File: config.mk
export PLATFORM = sky130hd
export DESIGN_NAME = sensor_debounce
export DESIGN_NICKNAME = d
export VERILOG_FILES = /design/src/rtl/sensor_debounce.sv
export SDC_FILE = /design/constraint.sdc
export NUM_CORES = 1
export LEC_CHECK = 0
export ABC_AREA = 1
export CAP_MARGIN = 10
export CORE_ASPECT_RATIO = 1.5
export CORE_UTILIZATION = 50
export DETAILED_ROUTE_END_ITERATION = 10
export GPL_TIMING_DRIVEN = 0
export PLACE_DENSITY_LB_ADDON = 0.25
export SYNTH_ARGS = -nofsm -noshare
export SYNTH_HDL_FRONTEND = slang
export SYNTH_SLANG_ARGS = --single-unit
export TNS_END_PERCENT = 50
File: constraint.sdc
create_clock -name clk -period 4.3 [get_ports clk]
set_input_delay 0.645 -clock clk [delete_from_list [all_inputs] [get_ports clk]]
set_output_delay 0.645 -clock clk [all_outputs]
set_load 0.01 [all_outputs]
File: src/rtl/sensor_debounce.sv
// Two-flop synchroniser plus per-channel debounce counter with 1-cycle rise/fall pulses.
// Optional sticky change flags (chg_flag/chg_clr) are built when SENSOR_STICKY_EN is defined.
module sensor_debounce #(
    parameter int N_CH            = 4,
    parameter int DEBOUNCE_CYCLES = 1000000,
    localparam int CNT_W          = $clog2(DEBOUNCE_CYCLES + 1)
) (
    input  logic            clk,
    input  logic            rst,
    input  logic [N_CH-1:0] sensor_raw,
    output logic [N_CH-1:0] sensor_out,
    output logic [N_CH-1:0] rise,
    output logic [N_CH-1:0] fall
`ifdef SENSOR_STICKY_EN
    ,
    output logic [N_CH-1:0] chg_flag,
    input  logic [N_CH-1:0] chg_clr
`endif
);

    localparam logic [CNT_W-1:0] CNT_MAX = CNT_W'(DEBOUNCE_CYCLES - 1);

    logic [N_CH-1:0]  s1_q, s2_q;
    logic [N_CH-1:0]  out_q, out_d;
    logic [N_CH-1:0]  rise_q, rise_d;
    logic [N_CH-1:0]  fall_q, fall_d;
    logic [CNT_W-1:0] cnt_q [N_CH];
    logic [CNT_W-1:0] cnt_d [N_CH];

    // A mismatch must persist DEBOUNCE_CYCLES edges; any return to the current level restarts from zero.
    always_comb begin
        out_d  = out_q;
        rise_d = '0;
        fall_d = '0;
        for (int i = 0; i < N_CH; i++) begin
            cnt_d[i] = cnt_q[i];
            if (s2_q[i] == out_q[i]) begin
                cnt_d[i] = '0;
            end else if (cnt_q[i] == CNT_MAX) begin
                out_d[i]  = s2_q[i];
                rise_d[i] = s2_q[i];
                fall_d[i] = ~s2_q[i];
                cnt_d[i]  = '0;
            end else begin
                cnt_d[i] = cnt_q[i] + CNT_W'(1);
            end
        end
    end

    always_ff @(posedge clk or posedge rst) begin
        if (rst) begin
            s1_q   <= '0;
            s2_q   <= '0;
            out_q  <= '0;
            rise_q <= '0;
            fall_q <= '0;
            for (int i = 0; i < N_CH; i++) begin
                cnt_q[i] <= '0;
            end
        end else begin
            s1_q   <= sensor_raw;
            s2_q   <= s1_q;
            out_q  <= out_d;
            rise_q <= rise_d;
            fall_q <= fall_d;
            for (int i = 0; i < N_CH; i++) begin
                cnt_q[i] <= cnt_d[i];
            end
        end
    end

    assign sensor_out = out_q;
    assign rise       = rise_q;
    assign fall       = fall_q;

`ifdef SENSOR_STICKY_EN
    logic [N_CH-1:0] flag_q, flag_d;

    // Set dominates clear so an event landing on a clear cycle is still recorded.
    always_comb begin
        flag_d = (flag_q & ~chg_clr) | rise_q | fall_q;
    end

    always_ff @(posedge clk or posedge rst) begin
        if (rst) begin
            flag_q <= '0;
        end else begin
            flag_q <= flag_d;
        end
    end

    assign chg_flag = flag_q;
`endif

endmodule

==> report_table.html, run 1 <==
<table>
<tr><th>Metric</th><th>Value</th></tr>
<tr><th colspan="2">Setup path</th></tr>
<tr><td>Critical Path Sink Type</td><td>output port</td></tr>
<tr><td>Buffers &amp; Inverters on Critical Path</td><td>1</td></tr>
<tr><td>Cell type of the slowest stage on the worst timing path</td><td>sky130_fd_sc_hd__clkdlybuf4s50_1</td></tr>
<tr><td>Critical Setup Path Class</td><td>register to output port</td></tr>
<tr><td>Setup slack of the most critical reg-to-reg path</td><td>2.74 ns</td></tr>
<tr><td>Data arrival, critical path</td><td>~1.3 ns</td></tr>
<tr><td>Required time of the worst setup path</td><td>~3.7 ns</td></tr>
<tr><td>Crit-path max FO</td><td>4</td></tr>
<tr><td>Worst r2r path cells</td><td>6</td></tr>
<tr><td>Slowest stage delay, CP</td><td>just under 0.6 ns</td></tr>
<tr><td>Startpoint of the lowest-slack register-to-register path</td><td>sensor_out[3]</td></tr>
<tr><td>Cells along the critical path</td><td>clkdlybuf4s50_1</td></tr>
<tr><td>Family with the most delay on the worst path</td><td>buffers and inverters</td></tr>
<tr><td>Startpoint class of the critical path</td><td>register</td></tr>
<tr><td>Destination of the worst register-to-register timing path</td><td>cnt_q[9]</td></tr>
<tr><th colspan="2">Route</th></tr>
<tr><td>Via count</td><td>about 4100</td></tr>
<tr><td>Vias per Instance</td><td>about 5.2</td></tr>
<tr><td>Post-DR wirelength/cell</td><td>13.0 um</td></tr>
<tr><td>Drt pass-1 iters</td><td>8</td></tr>
<tr><td>DRC Markers</td><td>1</td></tr>
<tr><td>Count of nets left with antenna violations after detail routing</td><td>0</td></tr>
<tr><td>Number of DRC violations after detailed-routing iteration 0</td><td>between 200 and 300</td></tr>
<tr><td>WL final</td><td>10200 um</td></tr>
<tr><th colspan="2">Finish</th></tr>
<tr><td>Multi-input combinational cell area</td><td>roughly 2400 um2</td></tr>
<tr><td>Post-layout instance count excluding filler cells</td><td>784</td></tr>
<tr><td>Sequential cell area in the final layout</td><td>2500 um2</td></tr>
<tr><td>Commonest non-fill, non-tap cell in the layout</td><td>sky130_fd_sc_hd__nor2_1</td></tr>
<tr><td>Share of layout cells above drive strength 1</td><td>10.0%</td></tr>
<tr><td>Filler Cells Inserted</td><td>921</td></tr>
<tr><td>Number of inserted diodes</td><td>0</td></tr>
<tr><td>NumNets Final</td><td>672</td></tr>
<tr><td>Synthesis-to-finish area growth</td><td>12.0%</td></tr>
<tr><td>Highest-count cells in the layout ignoring fill and taps</td><td>166 x sky130_fd_sc_hd__nor2_1, 100 x sky130_fd_sc_hd__dfrtp_1, 94 x sky130_fd_sc_hd__nand2_1, 64 x sky130_fd_sc_hd__nand3_1, 57 x sky130_fd_sc_hd__inv_1</td></tr>
<tr><th colspan="2">Global route</th></tr>
<tr><td>Maximum number of pins on one net before global-route repair</td><td>73</td></tr>
<tr><td>Global-route wire length before repair</td><td>17900 um</td></tr>
<tr><td>Via count of the first global-routing pass</td><td>3973</td></tr>
<tr><td>Initial antenna violation count</td><td>0</td></tr>
<tr><td>Aggregate global routing overflow</td><td>0</td></tr>
<tr><td>Overall routing resource usage</td><td>between 20% and 30%</td></tr>
<tr><th colspan="2">Placement</th></tr>
<tr><td>Instance count after placement with tap cells included</td><td>768</td></tr>
<tr><td>Detailed placement HPWL</td><td>7410 um</td></tr>
<tr><td>Worst setup timing slack at the placement stage</td><td>2.60 ns</td></tr>
<tr><td>Number of buffer cells added on primary ports</td><td>17</td></tr>
<tr><td>Final weighted congestion of routability-driven global placement</td><td>0.920</td></tr>
<tr><th colspan="2">Pwr</th></tr>
<tr><td>Switching part of the total power</td><td>22.2%</td></tr>
<tr><td>Overall power</td><td>1.77 mW</td></tr>
<tr><td>Sequential share of power</td><td>54.3%</td></tr>
<tr><td>Internal power consumption</td><td>1.38 mW</td></tr>
<tr><td>Leak Pwr</td><td>2.42 nW</td></tr>
<tr><td>Proportion of power drawn by combinational gates</td><td>3.7%</td></tr>
<tr><td>Maximum VDD drop</td><td>198 uV</td></tr>
<tr><td>PwrDens</td><td>roughly 310 nW/um2</td></tr>
<tr><td>Net switching power</td><td>393 uW</td></tr>
<tr><td>Clk network pwr share</td><td>42.1%</td></tr>
<tr><th colspan="2">Hold path</th></tr>
<tr><td>Hold Crit Class</td><td>register to register</td></tr>
<tr><td>Source of the worst hold timing path</td><td>s1_q[2]</td></tr>
<tr><td>Worst hold path depth</td><td>0</td></tr>
<tr><td>Sink of the worst hold path</td><td>s2_q[2]</td></tr>
<tr><th colspan="2">Status</th></tr>
<tr><td>Violations in the final reports</td><td>design-rule violations</td></tr>
<tr><td>Status</td><td>finished, violations left</td></tr>
<tr><th colspan="2">Clocking</th></tr>
<tr><td>CTS clk-pin slew, worst paths</td><td>about 0.06 ns</td></tr>
<tr><td>Clock tree from TritonCTS</td><td>done</td></tr>
<tr><td>Clock sink count</td><td>100</td></tr>
<tr><td>Cell at the root of the clock tree</td><td>sky130_fd_sc_hd__clkbuf_16</td></tr>
<tr><td>Clock buffer count from CTS</td><td>9</td></tr>
<tr><td>Count of hold-fix buffers inserted at cts</td><td>0</td></tr>
<tr><td>Largest buffer count on any clock path</td><td>2</td></tr>
<tr><td>Total setup buffers inserted after CTS</td><td>0</td></tr>
<tr><td>Number of instances resized during post-cts repair</td><td>0</td></tr>
<tr><td>Clock latency of the later-clocked register in the worst-skew pair</td><td>0.34 ns</td></tr>
<tr><td>Deepest level of the CTS H-tree</td><td>3</td></tr>
<tr><th colspan="2">Run</th></tr>
<tr><td>Max Cap Viol</td><td>0</td></tr>
<tr><th colspan="2">STA</th></tr>
<tr><td>Actual transition at the worst max-transition pin</td><td>0.471 ns</td></tr>
<tr><td>Final clock period utilization by the worst path</td><td>45.2%</td></tr>
<tr><td>Clk_skew</td><td>0.00796 ns</td></tr>
<tr><td>Finish-stage setup viols</td><td>0</td></tr>
<tr><td>Final critical-path setup slack</td><td>2.36 ns</td></tr>
<tr><td>Final Hold Violating Endpoints</td><td>0</td></tr>
<tr><td>Final Max Tran Viols</td><td>0</td></tr>
<tr><td>Minimum clock period after layout</td><td>1.94 ns</td></tr>
<tr><td>Normalized max-slew margin</td><td>68.6%</td></tr>
<tr><td>Achievable Freq</td><td>515 MHz</td></tr>
<tr><td>RSZ-0062 raised after global routing</td><td>no</td></tr>
<tr><th colspan="2">Synthesis</th></tr>
<tr><td>Post-synthesis average cell area</td><td>8.15 um2</td></tr>
<tr><td>Flop and latch count out of synthesis</td><td>100</td></tr>
<tr><td>Register area share after synthesis</td><td>48.5%</td></tr>
<tr><td>Synthesized netlist cell count</td><td>633</td></tr>
<tr><td>Post-synth net total</td><td>643</td></tr>
<tr><td>Yosys warns</td><td>0</td></tr>
<tr><td>Number of distinct standard cells referenced by the synthesized netlist</td><td>29</td></tr>
<tr><td>Post-synthesis instance area</td><td>a little over 5000 um2</td></tr>
<tr><th colspan="2">Floorplanning</th></tr>
<tr><td>Full die area</td><td>around 11000 um2</td></tr>
<tr><td>DIE WIDTH</td><td>84.9 um</td></tr>
<tr><td>Core outline area</td><td>~10000 um2</td></tr>
<tr><td>Initial core utilization</td><td>about half</td></tr>
<tr><td>Vert. Die Dim</td><td>approximately 130 um</td></tr>
<tr><td>Total number of placement rows</td><td>45</td></tr>
<tr><td>Number of top-level pins</td><td>18</td></tr>
</table>
## final cells by class
class                           instances  area share, %
Sequential cell                       100           43.3
Multi-Input combinational cell        471           41.9
Clock buffer                           12           4.27
Inverter                               61           4.01
Timing Repair Buffer                   18           3.42
Tap cell                              117           2.54
Clock inverter                          4          0.412
Buffer                                  1         0.0867
## state kept, by name, summed over array words and instances, names as in the netlist
name and cells:
cnt_q 80, fall 4, rise 4, s1_q 4, s2_q 4, sensor_out 4
## worst max path at each step
stage | from | end | slack [ns] | cells past startpoint
finish | sensor_out[3] | sensor_out[3] | 2.36 | 1
global route | sensor_out[3] | sensor_out[3] | 2.29 | 1
CTS | sensor_out[3] | sensor_out[3] | 2.34 | 1
detailed placement | rst | cnt_q[52] | 2.60 | 3
global placement | rst | cnt_q[76] | -0.41 | 2
floorplan | rst | cnt_q[0] | 1.04 | 1
## stage by stage
stage,utilization [%],hold WS [ns],setup TNS [ns],cell area (um2)
detailed placement,54.6,0.337,0,5500
finish,57.3,0.351,0,5770
global route,57.3,0.362,0,5770
global placement,54.3,0.336,-40.84,5470
CTS,57.3,0.353,0,5770
floorplan,-,0.331,0,5160
## synth_stat cells, drive strengths merged
| cell | n | area share (%) |
|---|---|---|
| nor4 | 1 | 0.12 |
| xnor2 | 11 | 1.9 |
| nor3 | 14 | 1.5 |
| nor2 | 189 | 16 |
| nand3 | 73 | 8.3 |
| ha | 4 | 0.97 |
| dfrtp | 100 | 49 |
| buf | 1 | 0.097 |
| a21oi | 13 | 1.3 |
| or2 | 1 | 0.12 |
| nand4 | 13 | 1.6 |
| nand2 | 107 | 8.5 |
| inv | 61 | 4.4 |
| o21ai | 6 | 0.58 |
| a31oi | 1 | 0.12 |
| xor2 | 29 | 4.9 |
| o21bai | 3 | 0.44 |
| nand3b | 1 | 0.15 |
| nor3b | 5 | 0.83 |
## power by group through the flow
stage	registers, mW	logic (mW)	clock network [mW]
2_1_floorplan	0.979	0.0452	0
3_3_place_gp	0.980	0.0619	0
3_5_place_dp	0.981	0.0671	0
4_1_cts	0.963	0.0680	0.767
5_1_grt	0.964	0.0764	0.802
6_report	0.963	0.0653	0.746
## layer usage
layer	track usage, %	routed length, um
met5	0	0
met4	8.47	271
met3	3.90	270
met2	37.3	5250
met1	24.9	4390
## cells by family after synthesis
kind of cell             Yosys count  share of synthesized area, %
XOR/XNOR                          40                          6.79
AO/OA/AOI/OAI                     23                          2.40
AND/OR/NAND/NOR                  404                          36.8
flip-flops                       100                          48.5
buffers and inverters             62                          4.54
adder cells (fa/ha/maj)            4                         0.971
Power figures use the tool's default switching activity.
==> run 2, diff against run 1 <==
==> constraint.sdc (replaced) <==
create_clock -name clk -period 2 [get_ports clk]
set_input_delay 0.3 -clock clk [delete_from_list [all_inputs] [get_ports clk]]
set_output_delay 0.3 -clock clk [all_outputs]
set_load 0.01 [all_outputs]
==> run 2 against run 1 <==
Compared with the run above:
- the run still ends with design-rule violations left
- cell count is 0.13% lower
- setup slack got worse by 2.0 ns
- sequential share of layout area is 0.26 points lower
- via count up 0.56%
- critical path type unchanged
- critical endpoint unchanged
- highest routed layer unchanged
- largest power group unchanged
- final area rose by 0.61%
- largest cell class unchanged
- non-clock buffer count grew 1
==> report_table.html, run 2 (same netlist as run 1, synthesis figures left out) <==
<table>
<tr><th>Metric</th><th>Value</th></tr>
<tr><th colspan="2">Clocking</th></tr>
<tr><td>Clock sink count</td><td>100 (unchanged)</td></tr>
<tr><td>CTS clk-pin slew, worst paths</td><td>0.06 ns (about the same)</td></tr>
<tr><td>Cell at the root of the clock tree</td><td>sky130_fd_sc_hd__clkbuf_16</td></tr>
<tr><td>Clock tree from TritonCTS</td><td>done</td></tr>
<tr><td>Clock latency of the later-clocked register in the worst-skew pair</td><td>0.34 ns (about the same)</td></tr>
<tr><td>Largest buffer count on any clock path</td><td>2 (unchanged)</td></tr>
<tr><td>Deepest level of the CTS H-tree</td><td>3 (unchanged)</td></tr>
<tr><td>Total setup buffers inserted after CTS</td><td>0 (unchanged)</td></tr>
<tr><td>Clock buffer count from CTS</td><td>9 (unchanged)</td></tr>
<tr><td>Number of instances resized during post-cts repair</td><td>0 (unchanged)</td></tr>
<tr><td>Count of hold-fix buffers inserted at cts</td><td>0 (unchanged)</td></tr>
<tr><th colspan="2">Global route</th></tr>
<tr><td>GR Layer Usage met1</td><td>24.6% (-0.33 points)</td></tr>
<tr><td>Met2 usage in global routing</td><td>35.6% (-1.7 points)</td></tr>
<tr><td>Overall routing resource usage</td><td>20.4% (-0.54 points)</td></tr>
<tr><td>Global-route wire length before repair</td><td>17400 um (-2.7%)</td></tr>
<tr><td>Maximum number of pins on one net before global-route repair</td><td>43 (-41%)</td></tr>
<tr><td>Fraction of met3 tracks used by global routing</td><td>4.68% (+0.78 points)</td></tr>
<tr><td>Aggregate global routing overflow</td><td>0 (unchanged)</td></tr>
<tr><td>Via count of the first global-routing pass</td><td>3942 (-0.78%)</td></tr>
<tr><td>Most used routing layer</td><td>met2</td></tr>
<tr><td>Initial antenna violation count</td><td>0 (unchanged)</td></tr>
<tr><th colspan="2">Setup path</th></tr>
<tr><td>Setup slack of the most critical reg-to-reg path</td><td>0.45 ns (-2.29 ns)</td></tr>
<tr><td>Slowest stage delay, CP</td><td>0.58 ns (about the same)</td></tr>
<tr><td>Crit-path max FO</td><td>4 (unchanged)</td></tr>
<tr><td>Cells along the critical path</td><td>clkdlybuf4s50_1</td></tr>
<tr><td>Critical Setup Path Class</td><td>register to output port</td></tr>
<tr><td>Required time of the worst setup path</td><td>1.70 ns (-1.95 ns)</td></tr>
<tr><td>Cell type of the slowest stage on the worst timing path</td><td>sky130_fd_sc_hd__clkdlybuf4s50_1</td></tr>
<tr><td>Critical Path Sink Type</td><td>output port</td></tr>
<tr><td>Startpoint class of the critical path</td><td>register</td></tr>
<tr><td>Family with the most delay on the worst path</td><td>buffers and inverters</td></tr>
<tr><td>Buffers &amp; Inverters on Critical Path</td><td>1 (unchanged)</td></tr>
<tr><td>Data arrival, critical path</td><td>1.31 ns (about the same)</td></tr>
<tr><th colspan="2">STA</th></tr>
<tr><td>Final clock period utilization by the worst path</td><td>between 80 and 90%</td></tr>
<tr><td>Achievable Freq</td><td>621 MHz</td></tr>
<tr><td>Actual transition at the worst max-transition pin</td><td>0.505 ns (+0.0344 ns)</td></tr>
<tr><td>Minimum clock period after layout</td><td>between 1.5 and 2 ns</td></tr>
<tr><td>Final Hold Violating Endpoints</td><td>0 (unchanged)</td></tr>
<tr><td>Normalized max-slew margin</td><td>66.3% (-2.3 points)</td></tr>
<tr><td>Finish-stage setup viols</td><td>0 (unchanged)</td></tr>
<tr><td>Final Max Tran Viols</td><td>0 (unchanged)</td></tr>
<tr><td>Clk_skew</td><td>0.00315 ns (-0.00481 ns)</td></tr>
<tr><td>RSZ-0062 raised after global routing</td><td>no</td></tr>
<tr><th colspan="2">Route</th></tr>
<tr><td>WL final</td><td>9930 um (-2.5%)</td></tr>
<tr><td>Count of nets left with antenna violations after detail routing</td><td>0 (unchanged)</td></tr>
<tr><td>Vias per Instance</td><td>5.25 (+0.69%)</td></tr>
<tr><td>Post-DR wirelength/cell</td><td>12.7 um (-2.4%)</td></tr>
<tr><td>Number of DRC violations after detailed-routing iteration 0</td><td>268 (+5.5%)</td></tr>
<tr><td>DRC Markers</td><td>2 (+1)</td></tr>
<tr><td>Drt pass-1 iters</td><td>10 (+2)</td></tr>
<tr><td>Via count</td><td>4108 (+0.56%)</td></tr>
<tr><th colspan="2">Floorplanning</th></tr>
<tr><td>Core outline area</td><td>10100 um2 (unchanged)</td></tr>
<tr><td>Initial core utilization</td><td>51.2% (unchanged)</td></tr>
<tr><td>DIE WIDTH</td><td>84.9 um (unchanged)</td></tr>
<tr><td>Full die area</td><td>10700 um2 (unchanged)</td></tr>
<tr><td>Vert. Die Dim</td><td>126 um (unchanged)</td></tr>
<tr><td>Total number of placement rows</td><td>45 (unchanged)</td></tr>
<tr><td>Number of top-level pins</td><td>18 (unchanged)</td></tr>
<tr><th colspan="2">Finish</th></tr>
<tr><td>Share of layout cells above drive strength 1</td><td>10.1% (+0.015 points)</td></tr>
<tr><td>Highest-count cells in the layout ignoring fill and taps</td><td>166 x sky130_fd_sc_hd__nor2_1, 100 x sky130_fd_sc_hd__dfrtp_1, 94 x sky130_fd_sc_hd__nand2_1, 64 x sky130_fd_sc_hd__nand3_1, 57 x sky130_fd_sc_hd__inv_1</td></tr>
<tr><td>NumNets Final</td><td>673 (+0.15%)</td></tr>
<tr><td>Post-Route Utilization</td><td>57.6% (+0.35 points)</td></tr>
<tr><td>Number of inserted diodes</td><td>0 (unchanged)</td></tr>
<tr><td>Synthesis-to-finish area growth</td><td>12.6%</td></tr>
<tr><td>Design Area, Final</td><td>5810 um2 (+0.61%)</td></tr>
<tr><td>Filler Cells Inserted</td><td>893 (-3.0%)</td></tr>
<tr><td>Commonest non-fill, non-tap cell in the layout</td><td>sky130_fd_sc_hd__nor2_1</td></tr>
<tr><td>Flip-flop count of the largest register, all copies and words added</td><td>80 (unchanged)</td></tr>
<tr><td>Most flop-heavy register</td><td>cnt_q</td></tr>
<tr><th colspan="2">Hold path</th></tr>
<tr><td>Hold Crit Class</td><td>input pin to async pin</td></tr>
<tr><th colspan="2">Pwr</th></tr>
<tr><td>Overall power</td><td>3.94 mW (+120%)</td></tr>
<tr><td>Leak Pwr</td><td>2.43 nW (+0.40%)</td></tr>
<tr><td>PwrDens</td><td>678 nW/um2 (+120%)</td></tr>
<tr><td>Maximum VDD drop</td><td>449 uV (+130%)</td></tr>
<tr><th colspan="2">Status</th></tr>
<tr><td>Status</td><td>finished, violations left</td></tr>
<tr><td>Violations in the final reports</td><td>design-rule violations</td></tr>
<tr><th colspan="2">Placement</th></tr>
<tr><td>Placed cell area</td><td>5520 um2 (+0.25%)</td></tr>
<tr><td>Final weighted congestion of routability-driven global placement</td><td>0.903 (-1.8%)</td></tr>
<tr><td>Number of buffer cells added on primary ports</td><td>17 (unchanged)</td></tr>
<tr><td>Detailed placement HPWL</td><td>7300 um (-1.5%)</td></tr>
<tr><th colspan="2">Run</th></tr>
<tr><td>Max Cap Viol</td><td>0 (unchanged)</td></tr>
</table>
run 2: where the power goes:
part	switching, mW	leakage [nW]	internal (mW)
clock network	0.703	0.145	1.02
registers	0.0209	1.37	2.05
logic	0.0969	0.918	0.0443
total	0.821	2.43	3.12
run 2: per-stage QoR:
stage,hold slack (ns),worst slack [ns],instances,setup TNS (ns)
after floorplan,0.331,0.510,633,0
after global placement,0.337,-0.490,767,-48.17
after detailed placement,0.339,0.411,769,0
after CTS,0.346,0.369,783,0
after global routing,0.358,0.282,783,0
final,0.336,0.389,783,0
run 2: path summary, 6_finish.rpt:
kind	start	to	depth (start not counted)
worst max-delay path	sensor_out[3]	sensor_out[3]	1
worst min-delay path	rst	s1_q[1]	2
worst max register to register	sensor_out[0]	cnt_q[69]	6
worst min register to register	s1_q[0]	s2_q[0]	0
max in group asynchronous	rst	cnt_q[61]	4
min in group clk	s1_q[0]	s2_q[0]	0
run 2: area by class of cell:
type                       instances  area, um2  share of cell area [%]
inverter                          61        233                    4.01
sequential                       100       2500                    43.1
tap                              117        146                    2.52
clock buffer                      12        256                    4.42
clock inverter                     2       35.0                   0.603
multi-input combinational        471       2420                    41.7
timing repair buffer              19        210                    3.62
buffer                             1       5.00                  0.0862
run 2: metal layers:
layer,wire length (um),part of all wire (%),vias up
li1,-,-,2071
met1,4300,43,1952
met2,5110,51,71
met3,355,3.6,14
met4,161,1.6,0
met5,0,0,-
